<file path="config.mk">
export PLATFORM = sky130hd
export DESIGN_NAME = cpsr_pc_unit
export DESIGN_NICKNAME = d
export VERILOG_FILES = /design/src/rtl/cpsr_pc_unit.sv
export SDC_FILE = /design/constraint.sdc
export NUM_CORES = 1
export LEC_CHECK = 0
export BUFFER_PORTS_ARGS = -buffer_cell sky130_fd_sc_hd__buf_2
export CELL_PAD_IN_SITES_DETAIL_PLACEMENT = 0
export CELL_PAD_IN_SITES_GLOBAL_PLACEMENT = 1
export CORE_ASPECT_RATIO = 0.75
export CORE_MARGIN = 2
export CORE_UTILIZATION = 34
export DETAILED_ROUTE_END_ITERATION = 7
export HOLD_SLACK_MARGIN = 0.02
export PLACE_DENSITY = 0.84
export SLEW_MARGIN = 10
export SYNTH_ARGS = -nofsm -noshare
export SYNTH_HDL_FRONTEND = slang
export SYNTH_SLANG_ARGS = --single-unit
</file>
<file path="constraint.sdc">
create_clock -name clk -period 3.6 [get_ports clk]
set_input_delay 0.54 -clock clk [delete_from_list [all_inputs] [get_ports clk]]
set_output_delay 0.54 -clock clk [all_outputs]
set_load 0.1 [all_outputs]
</file>
<file path="src/rtl/cpsr_pc_unit.sv">
// CPSR {N,Z,C,V} and program-counter stage: resolves beq/bvf/ben/jump and registers the next PC.
// Optional taken-redirect saturating counter enabled by defining BRANCH_STATS_EN.
module cpsr_pc_unit #(
    parameter logic [31:0] RESET_PC = 32'h0000_0000
`ifdef BRANCH_STATS_EN
    ,
    parameter int STAT_WIDTH = 16
`endif
) (
    input  logic        clk,
    input  logic        reset,
    input  logic        stall,
    input  logic        branch,
    input  logic        b_format,
    input  logic        bvf,
    input  logic        ben,
    input  logic        j_format,
    input  logic        cpsr_update,
    input  logic        cpsr_reset,
    input  logic        alu_zero,
    input  logic        alu_neg,
    input  logic        alu_carry,
    input  logic        alu_ovf,
    input  logic [15:0] imm16,
    input  logic [25:0] jtarget,
    output logic [31:0] pc,
    output logic [31:0] pc_plus4,
    output logic [3:0]  cpsr,
`ifdef BRANCH_STATS_EN
    output logic [STAT_WIDTH-1:0] taken_count,
`endif
    output logic        branch_taken
);

    logic [31:0] pc_q, pc_d;
    logic [3:0]  cpsr_q, cpsr_d;
    logic [31:0] btarget;
    logic [31:0] jaddr;
    logic        beq_t, bvf_t, ben_t;

    assign pc_plus4 = pc_q + 32'd4;
    assign btarget  = pc_plus4 + {{14{imm16[15]}}, imm16, 2'b00};
    assign jaddr    = {pc_plus4[31:28], jtarget, 2'b00};

    // Flag branches test the stored CPSR, not this instruction's ALU flags.
    assign beq_t = branch & alu_zero;
    assign bvf_t = b_format & bvf & cpsr_q[0];
    assign ben_t = b_format & ben & cpsr_q[3];

    assign branch_taken = j_format | beq_t | bvf_t | ben_t;

    always_comb begin
        pc_d   = pc_q;
        cpsr_d = cpsr_q;
        if (!stall) begin
            if (j_format) begin
                pc_d = jaddr;
            end else if (beq_t | bvf_t | ben_t) begin
                pc_d = btarget;
            end else begin
                pc_d = pc_plus4;
            end

            if (cpsr_reset) begin
                cpsr_d = 4'b0000;
            end else if (cpsr_update) begin
                cpsr_d = {alu_neg, alu_zero, alu_carry, alu_ovf};
            end
        end
    end

    always_ff @(posedge clk) begin
        if (reset) begin
            pc_q   <= RESET_PC;
            cpsr_q <= 4'b0000;
        end else begin
            pc_q   <= pc_d;
            cpsr_q <= cpsr_d;
        end
    end

    assign pc   = pc_q;
    assign cpsr = cpsr_q;

`ifdef BRANCH_STATS_EN
    logic [STAT_WIDTH-1:0] taken_count_q, taken_count_d;

    always_comb begin
        taken_count_d = taken_count_q;
        if (!stall && branch_taken && (taken_count_q != {STAT_WIDTH{1'b1}})) begin
            taken_count_d = taken_count_q + STAT_WIDTH'(1);
        end
    end

    always_ff @(posedge clk) begin
        if (reset) begin
            taken_count_q <= '0;
        end else begin
            taken_count_q <= taken_count_d;
        end
    end

    assign taken_count = taken_count_q;
`endif

endmodule

</file>
### Word-level counts from Yosys, hierarchy flattened

Cells that the tools add are included.

| word-level totals | value |
|---|---|
| register bits after elaboration | 36 |
| bits of input ports | 56 |
| output and inout port bits | 69 |
| word-level logic and storage cells | 21 |

| operators by class | value |
|---|---|
| $add $sub $neg | 2 |
| multiplexer cells | 4 |
| bitwise operators | 11 |
| reduce and logical (&&, ||, !) cells | 2 |

Operator list:

| operator | count |
|---|---|
| $mux 32 | 2 |
| $add 32x3->32 const B | 1 |
| $add 32x32->32 | 1 |
| $mux 4 | 2 |
| $and 1x1->1 | 5 |
| $or 1x1->1 | 5 |
| $reduce_and 2->1 | 1 |
| $reduce_bool 2->1 | 1 |
| $not 1->1 | 1 |

### Longest topological paths before layout

Gate-level depths: netlist of the first run.

| depth | value |
|---|---|
| depth after elaboration | 6 |
| depth in mapped cells | 16 |
| mapped depth without buffers | 16 |

### Worst setup path before layout of the first run

Ideal clock, no wire load.

| timing | value |
|---|---|
| kind | register to register |
| start | register pc_q[4] (netlist: pc[4]) |
| end | register pc_q[30] (netlist: pc[30]) |
| library setup time | 104 ps |
| data arrival time | 5777 ps |
| data required time | 3496 ps |
| path slack | -2281 ps |
| stages on the path, launching flop included | 16 |
| path buffers | 1 |
| clock period less this slack | 5881 ps |
| cells stage by stage | dfxtp_1 -> and4_1 -> and4_1 -> buf_4 -> nand2_1 -> xnor2_1 -> ha_1 -> a2111oi_0 -> o21ai_1 -> a41oi_1 -> o21ai_1 -> a21oi_2 -> o21ai_2 -> a31oi_1 -> mux2_1 -> a2111oi_2 |

| on the way | value |
|---|---|
| word-level cells in the longest chain between the ends | 4 |

Ends and longest elaborated chain:

| item | RTL line | RTL |
|---|---|---|
| start, declared | 35 | `logic [31:0] pc_q, pc_d;` |
| start signal, assigned | 77 | `pc_q <= pc_d;` |
| $add 32x3->32 | 41 | `assign pc_plus4 = pc_q + 32'd4;` |
| net pc_plus4[13] | 27 | `output logic [31:0] pc_plus4,` |
| $add 32x32->32 | 42 | `assign btarget = pc_plus4 + {{14{imm16[15]}}, imm16, 2'b00};` |
| $mux 32 | 58 | `end else if (beq_t \| bvf_t \| ben_t) begin` |
| $mux 32 | 56 | `if (j_format) begin` |

The timed path passes the listed nets, and every way through them passes these cells.
A chain may end at the register's enable or synchronous reset.

### Worst setup path after layout of the first run

| timing | value |
|---|---|
| start | register pc_q[7] (netlist: pc[7]) |
| end | register pc_q[30] (netlist: pc[30]) |

| on the way | value |
|---|---|
| word-level cells in the longest chain between the ends | 4 |

Ends and longest elaborated chain:

| item | RTL line |
|---|---|
| $add 32x3->32 (*) | 41 |
| $add 32x32->32 | 42 |
| $mux 32 | 58 |
| $mux 32 (*) | 56 |

Every way passes the cells marked *; elsewhere a longest branch is shown, timed or not.

==> run_results.csv, run 1 <==
group,metric,value,unit
worst_setup_path,cp_cell_sequence,"and4_4 -> and4_4 -> buf_4 -> nand2_2 -> xnor2_4 -> ha_4 -> a2111oi_2 -> o21ai_1 -> a41oi_2 -> o21ai_1 -> a21oi_2 -> o21ai_2 -> a31oi_2 -> mux2_4 -> a2111oi_2",
grt,grt_overflow,0,
cts,worstSkewPairLatency,0.28,ns
floorplan,rows,34,
layout,area_delta_synth_final,55.9,%
job,maxCapViolations,0,
power_and_ir_drop,clkPwrFrac,24.0,%
cts,clk_pin_slew,0.06,ns
run_status,status,"finished clean",
cts,htree_levels,2,
layout,final_common_cell,"buf_2",
synth,synth_edf_count,0,
synth,synthDistinctLibCells,72,
route,drt_iter0_markers,336,
power_and_ir_drop,swShare,47.4,%
power_and_ir_drop,power_leakage,0.00285,µW
synth,ys.warnings.count,0,
route,wl_per_cell,18.2,µm
layout,utilization,53.6,%
synth,synth-main-ff-cell,"dfxtp_1",
worst_setup_path,cp_num_cells,15,
sta,relSlewSlack,55.7,%
route,drt_wl_total,15300,µm
grt,grt_usage,23.6,%
sta,fin_crit,3.51,ns
grt,grt_pass1_vias,4319,
worst_setup_path,worst-path-buf-inv,1,
worst_setup_path,cp_max_fo,4,
route,drc,0,
grt,antenna_found_initial,0,
route,ant_nets,0,
floorplan,die_area,12500,µm²
floorplan,io_pins,125,
layout,final_cell_mix,"120 x buf_2, 69 x buf_4, 60 x nor2_1",
synth,avgSynthCellArea,7.59,µm²
layout,drive_gt1_share,46.1,%
worst_hold_path,holdPathStages,3,
worst_setup_path,ff2ff_path_depth,15,
worst_setup_path,crit_type,"flop to flop",
synth,synthArstFlopShare,0,%
synth,synth-seq-cells,34,
power_and_ir_drop,ir_drop,0.195,mV
floorplan,fp.dieW,129,µm
worst_hold_path,hold_class,"input pin to flop",
worst_setup_path,endpoint_kind,"flop",
placed_design,dp.final_hpwl,12100,µm
cts,cts_buffers,5,
floorplan,core,11500,µm²
route,num_vias,4655,
power_and_ir_drop,intPower,1080,µW
power_and_ir_drop,p_total,2060,µW
cts,cts_tree,"done",
cts,hold_buffers,0,
power_and_ir_drop,power_frac_comb,54.9,%
route,viasPerCell,5.52,
worst_setup_path,slowest_delay,0.36,ns
cts,clock_sinks,34,
power_and_ir_drop,pwr-share-seq,21.1,%
sta,rsz0062_at_grt,"yes",
layout,num-fill-cells,1109,
sta,worst_pin_slew,0.662,ns
floorplan,die_h,97.4,µm
sta,fmax,285,MHz
worst_setup_path,crit_path_top_delay_cell,"a2111oi_2",
route,first_pass_iters,4,
cts,cts-root-buf,"clkbuf_16",
worst_setup_path,crit_family,"compound AO/OA/AOI/OAI gates",
placed_design,port_buffers,120,
worst_setup_path,cp.required,3.78,ns
synth,yosysTopAreaCell,"dfxtp_1",
synth,ys_seq_area_share,17.2,%
grt,grt_max_degree,36,
layout,insertedDiodeCount,0,
worst_setup_path,worstPathArrival,3.69,ns
sta,finalSetupViolCount,0,
synth,synthTopCellsByArea,"dfxtp_1 17%, ha_1 11%, xnor2_1 7.8%",
floorplan,start_util,34.4,%
sta,fin_crit_sh,97.4,%
grt,grt_pass1_wl,23300,µm
layout,final_nets,792,
sta,hold_viol_final,0,
synth,syn_inst,521,
sta,skew,0.00643,ns
worst_setup_path,start_kind,"flop",
cts,cts_buffer_depth,2,
power_and_ir_drop,switchingPower,976,µW
power_and_ir_drop,cellPowerDensity,334,nW/µm²
placed_design,gp_congestion,0.956,
synth,synth_top_cell_area_share,17.2,%
sta,drv_slew,0,
synth,syn-cell-area,3950,µm²
## worst min-delay path: cells and delay by family
family | cells | cell delay (ns)
AOI/OAI and AO/OA | 1 | 0.05
and+or+nand+nor | 1 | 0.08
buffers and inverters | 1 | 0.07
## stage by stage
step / TNS [ns] / hold slack (ns) / instances / setup slack, ns / area, µm²
after floorplan: -4.36 / 0.643 / 524 / -0.505 / 4690
after global placement: 0 / 0.468 / 819 / 0.0186 / 5740
after detailed placement: 0 / 0.511 / 819 / 0.0292 / 5740
after CTS: 0 / 0.497 / 827 / 0.00695 / 5910
after global routing: -0.145 / 0.513 / 844 / -0.0864 / 6160
final: 0 / 0.496 / 844 / 0.0925 / 6160
## synthesized netlist by cell type, types with 4 or more instances
master / n
a211oi_1: 7
a21o_1: 19
a21oi_1: 52
a221oi_1: 4
a22o_1: 5
a22oi_1: 6
and2_1: 5
and3_1: 6
and4_1: 4
buf_2: 4
buf_4: 5
clkbuf_1: 11
dfxtp_1: 34
ha_1: 36
inv_1: 12
mux2i_1: 9
nand2_1: 48
nand3_1: 15
nand4_1: 7
nor2_1: 65
nor2b_1: 5
nor3_1: 8
o21a_1: 4
o21ai_0: 20
o21ai_1: 4
o22ai_1: 10
xnor2_1: 35
xor2_1: 17
## area by class of cell
class,instances,area [µm²],area share (%)
tap,144,180,2.92
timing repair buffer,191,1140,18.5
multi-input combinational,453,3870,62.8
clock inverter,3,45.0,0.731
sequential,34,746,12.1
clock buffer,5,125,2.03
inverter,14,52.6,0.853
## routing by layer
layer	vias to the layer above	routed length, µm	GRT usage [%]
met5	-	0	0
met2	152	6860	35.7
met3	13	970	4.30
met4	0	176	4.35
met1	2237	7330	35.3
li1	2253	-	-
## registers in the layout (all words and copies together), names as in the netlist
name / flops
cpsr: 4
pc: 30
## power groups by stage
| stage | Sequential, µW | Combinational (µW) | Clock (µW) |
|---|---|---|---|
| after floorplan | 628 | 636 | 0 |
| after global placement | 441 | 1080 | 0 |
| after detailed placement | 443 | 1080 | 0 |
| after CTS | 435 | 1090 | 498 |
| after global routing | 438 | 1190 | 522 |
| final | 434 | 1130 | 495 |
## final timing paths
path,from,to,slack [ns]
min,alu_neg,cpsr[3],0.50
min reg2reg,cpsr[2],cpsr[2],0.52
max,pc[7],pc[30],0.09
max reg2reg,pc[7],pc[30],0.09
## cell families after synthesis
group	count (synthesis)	synth area share, %
mux	12	3.13
compound gates	170	29.7
xor+xnor	52	11.5
other cells	1	0.0949
buf+inv	37	4.75
flops	34	17.2
fa+ha+maj	37	11.9
simple gates	178	21.7
## timing repair
action / 4_1_cts / 5_1_grt
setup endpoints to repair: 0 / 6
buffers inserted: 0 / 17
resized for setup: 0 / 30
Note: power is estimated with default switching activity, not from simulation.
==> run 2: changes to the inputs <==
- CORE_UTILIZATION: 34 -> 30
- PLACE_DENSITY: 0.84 -> 0.76
==> run 2 against run 1 <==
Net effect:
- largest power group unchanged
- via count is 0.47% lower
- register-to-register slack hardly changed
- die area is 13% higher
- sequential power is 1% higher
- clock power is 10% higher
- setup slack worse by 0.0053 ns
- combinational power hardly changed
- global-route usage is 0.85 points lower
- routed wire length is 5.9% higher
==> run_results.csv, run 2 (synthesis results as in run 1) <==
group,metric,value,unit
layout,area_delta_synth_final,57.6,%
sta,rsz0062_at_grt,"yes",
route,drt_iter0_markers,339,
run_status,status,"finished clean",
worst_hold_path,hold_class,"input pin to flop",
layout,largest_reg_flops,30,
worst_setup_path,cp.required,3.77,ns
floorplan,die_h,103,µm
floorplan,core,12900,µm²
cts,cts_buffers,5,
sta,drv_slew,0,
layout,utilization,48.2,%
layout,final_common_cell,"buf_2",
worst_setup_path,rrSetupSlack,0.09,ns
route,first_pass_iters,4,
cts,cts-root-buf,"clkbuf_16",
layout,final_nets,786,
sta,worst_pin_slew,0.827,ns
floorplan,fp.dieW,137,µm
power_and_ir_drop,ir_drop,0.205,mV
floorplan,die_area,14100,µm²
cts,clk_pin_slew,0.06,ns
sta,holdWs,0.492,ns
sta,hold_viol_final,0,
power_and_ir_drop,cellPowerDensity,341,nW/µm²
sta,fin_crit,3.51,ns
sta,finalSetupViolCount,0,
worst_setup_path,worstPathArrival,3.68,ns
sta,fmax,285,MHz
sta,relSlewSlack,44.7,%
placed_design,port_buffers,120,
worst_setup_path,setup.worst_path.start,"pc[5]",
route,viasPerCell,5.35,
worst_setup_path,crit_path_top_delay_cell,"ha_1",
worst_setup_path,endpoint,"pc[31]",
cts,htree_levels,2,
grt,grt_usage,22.8,%
layout,final_cell_mix,"120 x buf_2, 63 x buf_4, 58 x nor2_1",
route,ant_nets,0,
worst_setup_path,ff2ff_path_depth,15,
grt,antenna_found_initial,1,
route,num_vias,4633,
floorplan,io_pins,125,
cts,cts_tree,"done",
route,wl_per_cell,18.7,µm
worst_setup_path,worstReg2RegStart,"pc[5]",
layout,drive_gt1_share,46.5,%
cts,cts_buffer_depth,2,
cts,clock_sinks,34,
route,drt_wl_total,16200,µm
grt,grt_pass1_vias,4430,
floorplan,rows,36,
power_and_ir_drop,power_leakage,0.00286,µW
sta,skew,0.00941,ns
floorplan,start_util,30.6,%
worst_setup_path,endpoint_kind,"flop",
cts,hold_buffers,0,
grt,grt_overflow,0,
job,maxCapViolations,0,
worst_setup_path,cp_max_fo,6,
layout,num-fill-cells,1216,
route,drc,0,
worst_setup_path,crit_type,"flop to flop",
worst_setup_path,slowest_delay,0.40,ns
grt,grt_max_degree,36,
placed_design,dp.final_hpwl,12800,µm
cts,worstSkewPairLatency,0.28,ns
worst_setup_path,start_kind,"flop",
worst_setup_path,cp_cell_sequence,"and4_4 -> and3_4 -> buf_4 -> nand2_1 -> xnor2_4 -> ha_1 -> and3_4 -> nand4_1 -> a21o_1 -> a21oi_4 -> o21ai_2 -> and4_1 -> nor2_2 -> mux2i_1 -> mux2_1",
worst_setup_path,crit_top_cell,"and3_4",
placed_design,gp_congestion,0.927,
worst_setup_path,r2r-end,"pc[31]",
sta,fin_crit_sh,97.6,%
grt,grt_pass1_wl,24600,µm
[run 2: cell types whose count changed in the layout (fill, tap and decap cells not counted), sizes merged]
| cell | delta |
|---|---|
| buf | -6 |
| clkbuf | +1 |
| clkinvlp | -2 |
| clkinv | +1 |
| diode | +1 |
[run 2: what timing repair did]
item	CTS	global route
pin swaps	1	21
setup endpoints to repair	4	8
cloned	0	0
endpoints found under the hold margin	0	0
gates resized for setup	3	36
setup buffers	1	9
[run 2: final cells by class]
class	instances	area, µm²	share of cell area, %
inverter	14	52.6	0.843
clock buffer	6	150	2.41
timing repair buffer	185	1100	17.6
multi-input combinational	453	3930	63.1
tap	171	214	3.43
antenna	1	2.50	0.0402
sequential	34	746	12.0
clock inverter	2	38.8	0.622
[run 2: worst min-delay path by stage]
stage | from | end | depth (start not counted)
2_1_floorplan | pc[9] | pc[9] | 2
3_3_place_gp | cpsr[2] | cpsr[2] | 2
3_5_place_dp | cpsr[2] | cpsr[2] | 2
4_1_cts | alu_neg | cpsr[3] | 3
5_1_grt | alu_carry | cpsr[1] | 3
6_report | alu_neg | cpsr[3] | 3
[run 2: metrics by stage]
step / worst slack (ns) / cells / total power (µW) / TNS [ns] / area [µm²]
4_1_cts: 0.0142 / 856 / 2080 / 0 / 5990
5_1_grt: -0.0875 / 865 / 2210 / -0.239 / 6230
6_report: 0.0871 / 866 / 2120 / 0 / 6230
3_3_place_gp: -0.128 / 847 / 1530 / -0.235 / 5780
3_5_place_dp: -0.103 / 847 / 1530 / -0.185 / 5780
2_1_floorplan: -0.505 / 524 / 1260 / -4.36 / 4690
[run 2: metal layers]
metal	up-vias	track usage [%]	share of wire (%)
li1	2246	-	-
met1	2170	34.4	49
met2	197	32.4	41
met3	20	5.56	9.0
met4	0	5.05	1.4
met5	-	0	0
[run 2: worst max-delay path, delay by kind of cell, from the launching register on]
| kind | cells | cell delay [ns] |
|---|---|---|
| DFF | 1 | 0.35 |
| buffers and inverters | 1 | 0.11 |
| AOI/OAI and AO/OA | 3 | 0.58 |
| and+or+nand+nor | 7 | 1.26 |
| xor gates and xnor gates | 1 | 0.17 |
| muxes | 2 | 0.54 |
| adders and majority gates | 1 | 0.40 |
[run 2: report_power, final]
group	switching [µW]	internal (µW)	leakage (µW)
combinational	781	359	0.00247
clock	176	370	0.0000922
sequential	39.0	400	0.000292
total	996	1130	0.00286
==> run 3: changes to the inputs <==
- CAP_MARGIN: default -> 20
- CORE_ASPECT_RATIO: 0.75 -> 0.8
==> run 3 against run 2 <==
Net effect:
- final area shrank 1.1%
- critical path depth grew 2
- combinational power is essentially flat
- global-route usage shrank 1.1 points
- die area is essentially flat
- largest power group unchanged
==> run_results.csv, run 3 (synthesis results as in run 1) <==
group,metric,value,unit
run_status,status,"finished clean",
route,drt_wl_total,15800,µm
floorplan,start_util,30.7,%
cts,cts-root-buf,"clkbuf_16",
grt,grt_usage,21.7,%
layout,drive_gt1_share,45.7,%
cts,cts_buffers,5,
floorplan,fp.dieW,132,µm
power_and_ir_drop,power_leakage,0.00281,µW
cts,cts_tree,"done",
grt,grt_pass1_vias,4360,
worst_setup_path,crit_path_top_delay_cell,"dfxtp_4",
floorplan,io_pins,125,
worst_setup_path,slowest_delay,0.35,ns
layout,final_cell_mix,"120 x buf_2, 60 x nor2_1, 55 x buf_4",
placed_design,gp_congestion,0.951,
worst_hold_path,hp-start,"alu_carry",
worst_setup_path,rrSetupSlack,0.08,ns
layout,final_common_cell,"buf_2",
worst_setup_path,ff2ff_path_depth,17,
worst_hold_path,hold_class,"input pin to flop",
worst_setup_path,cp.required,3.77,ns
sta,setup_tns,0,ns
sta,drv_slew,0,
worst_setup_path,cp_cell_sequence,"and4_4 -> and3_4 -> nand4_1 -> nor2_4 -> buf_6 -> nand3_4 -> xnor2_4 -> ha_4 -> nand2_2 -> nor2_4 -> nand3_2 -> nor3_2 -> o21ai_2 -> and4_1 -> nor2_2 -> mux2i_1 -> mux2_1",
layout,final_nets,779,
grt,top_usage_layer,"met2",
sta,fmax,284,MHz
floorplan,die_h,107,µm
layout,largest_reg_flops,30,
grt,grt_overflow,0,
worst_setup_path,r2r-end,"pc[31]",
cts,htree_levels,2,
sta,relSlewSlack,46.8,%
sta,fin_crit_sh,97.9,%
grt,met3_usage,3.92,%
floorplan,core,12900,µm²
worst_setup_path,crit_top_cell,"nor2_4",
cts,cts_buffer_depth,2,
worst_setup_path,crit_type,"flop to flop",
power_and_ir_drop,p_total,2050,µW
worst_setup_path,worstPathArrival,3.69,ns
route,num_vias,4655,
grt,grt_use_met2,32.8,%
cts,clk_pin_slew,0.06,ns
placed_design,dp.final_hpwl,12500,µm
power_and_ir_drop,ir_drop,0.192,mV
placed_design,port_buffers,120,
grt,use_met1,32.6,%
sta,skew,0.00827,ns
worst_setup_path,cp_max_fo,4,
floorplan,rows,37,
grt,grt_max_degree,32,
sta,hold_viol_final,0,
route,viasPerCell,5.40,
worst_hold_path,holdPathStages,3,
worst_setup_path,start_kind,"flop",
job,maxCapViolations,0,
sta,worst_pin_slew,0.795,ns
route,drt_iter0_markers,500,
route,ant_nets,0,
power_and_ir_drop,cellPowerDensity,332,nW/µm²
route,drc,0,
cts,worstSkewPairLatency,0.28,ns
layout,area_delta_synth_final,56.0,%
cts,clock_sinks,34,
worst_hold_path,min_to,"cpsr[1]",
route,first_pass_iters,7,
floorplan,die_area,14100,µm²
worst_setup_path,endpoint_kind,"flop",
worst_setup_path,worstReg2RegStart,"pc[12]",
grt,antenna_found_initial,0,
sta,fin_crit,3.52,ns
sta,rsz0062_at_grt,"yes",
route,wl_per_cell,18.3,µm
layout,insertedDiodeCount,0,
grt,grt_pass1_wl,24200,µm
sta,finalSetupViolCount,0,
-- run 3: power breakdown --
| part | internal [µW] | switching [µW] |
|---|---|---|
| registers | 400 | 40.7 |
| logic | 358 | 773 |
| clock network | 313 | 164 |
| total | 1070 | 977 |
-- run 3: what timing repair did --
item,4_1_cts,5_1_grt
gates resized for setup,3,37
setup endpoints to repair,2,6
buffers inserted,2,10
pin swaps,1,16
cloned,0,0
hold buffers,0,0
-- run 3: critical path, delay by kind of cell (launching register included) --
family	cells	cell delay, ns
adder cells (fa/ha/maj)	1	0.30
XOR/XNOR	1	0.17
multiplexers	2	0.56
buffers and inverters	1	0.13
AO/OA/AOI/OAI	1	0.08
AND/OR/NAND/NOR	11	1.80
flip-flops	1	0.35
-- run 3: cell type report --
| cell class | count | area (µm²) |
|---|---|---|
| Clock buffer | 8 | 166 |
| Tap cell | 175 | 219 |
| Timing Repair Buffer | 178 | 1050 |
| Fill cell | 1302 | 6710 |
| Inverter | 14 | 52.6 |
| Multi-Input combinational cell | 453 | 3930 |
| Sequential cell | 34 | 746 |
-- run 3: per-layer routing --
metal  up-vias  share of wire, %
met4         0              0.69
met5         -                 0
met2       172                43
li1       2240                 -
met3        10               6.7
met1      2233                49
-- run 3: worst max path at each step --
stage / startpoint / to / slack [ns]
2_1_floorplan: pc[5] / pc[29] / -0.51
5_1_grt: pc[4] / pc[31] / -0.05
6_report: pc[12] / pc[31] / 0.08
3_3_place_gp: pc[18] / pc[31] / -0.03
3_5_place_dp: pc[18] / pc[31] / -0.08
4_1_cts: pc[4] / pc[29] / 0.004
-- run 3: per-stage QoR --
step           worst slack [ns]  area [µm²]  utilization [%]  cells  hold WS, ns
6_report                 0.0752        6160             47.9    862        0.495
3_3_place_gp            -0.0328        5730             44.5    843        0.472
3_5_place_dp            -0.0790        5730             44.5    843        0.498
4_1_cts                 0.00358        5920             46.0    853        0.490
2_1_floorplan            -0.505        4690                -    524        0.643
5_1_grt                 -0.0526        6160             47.9    862        0.497
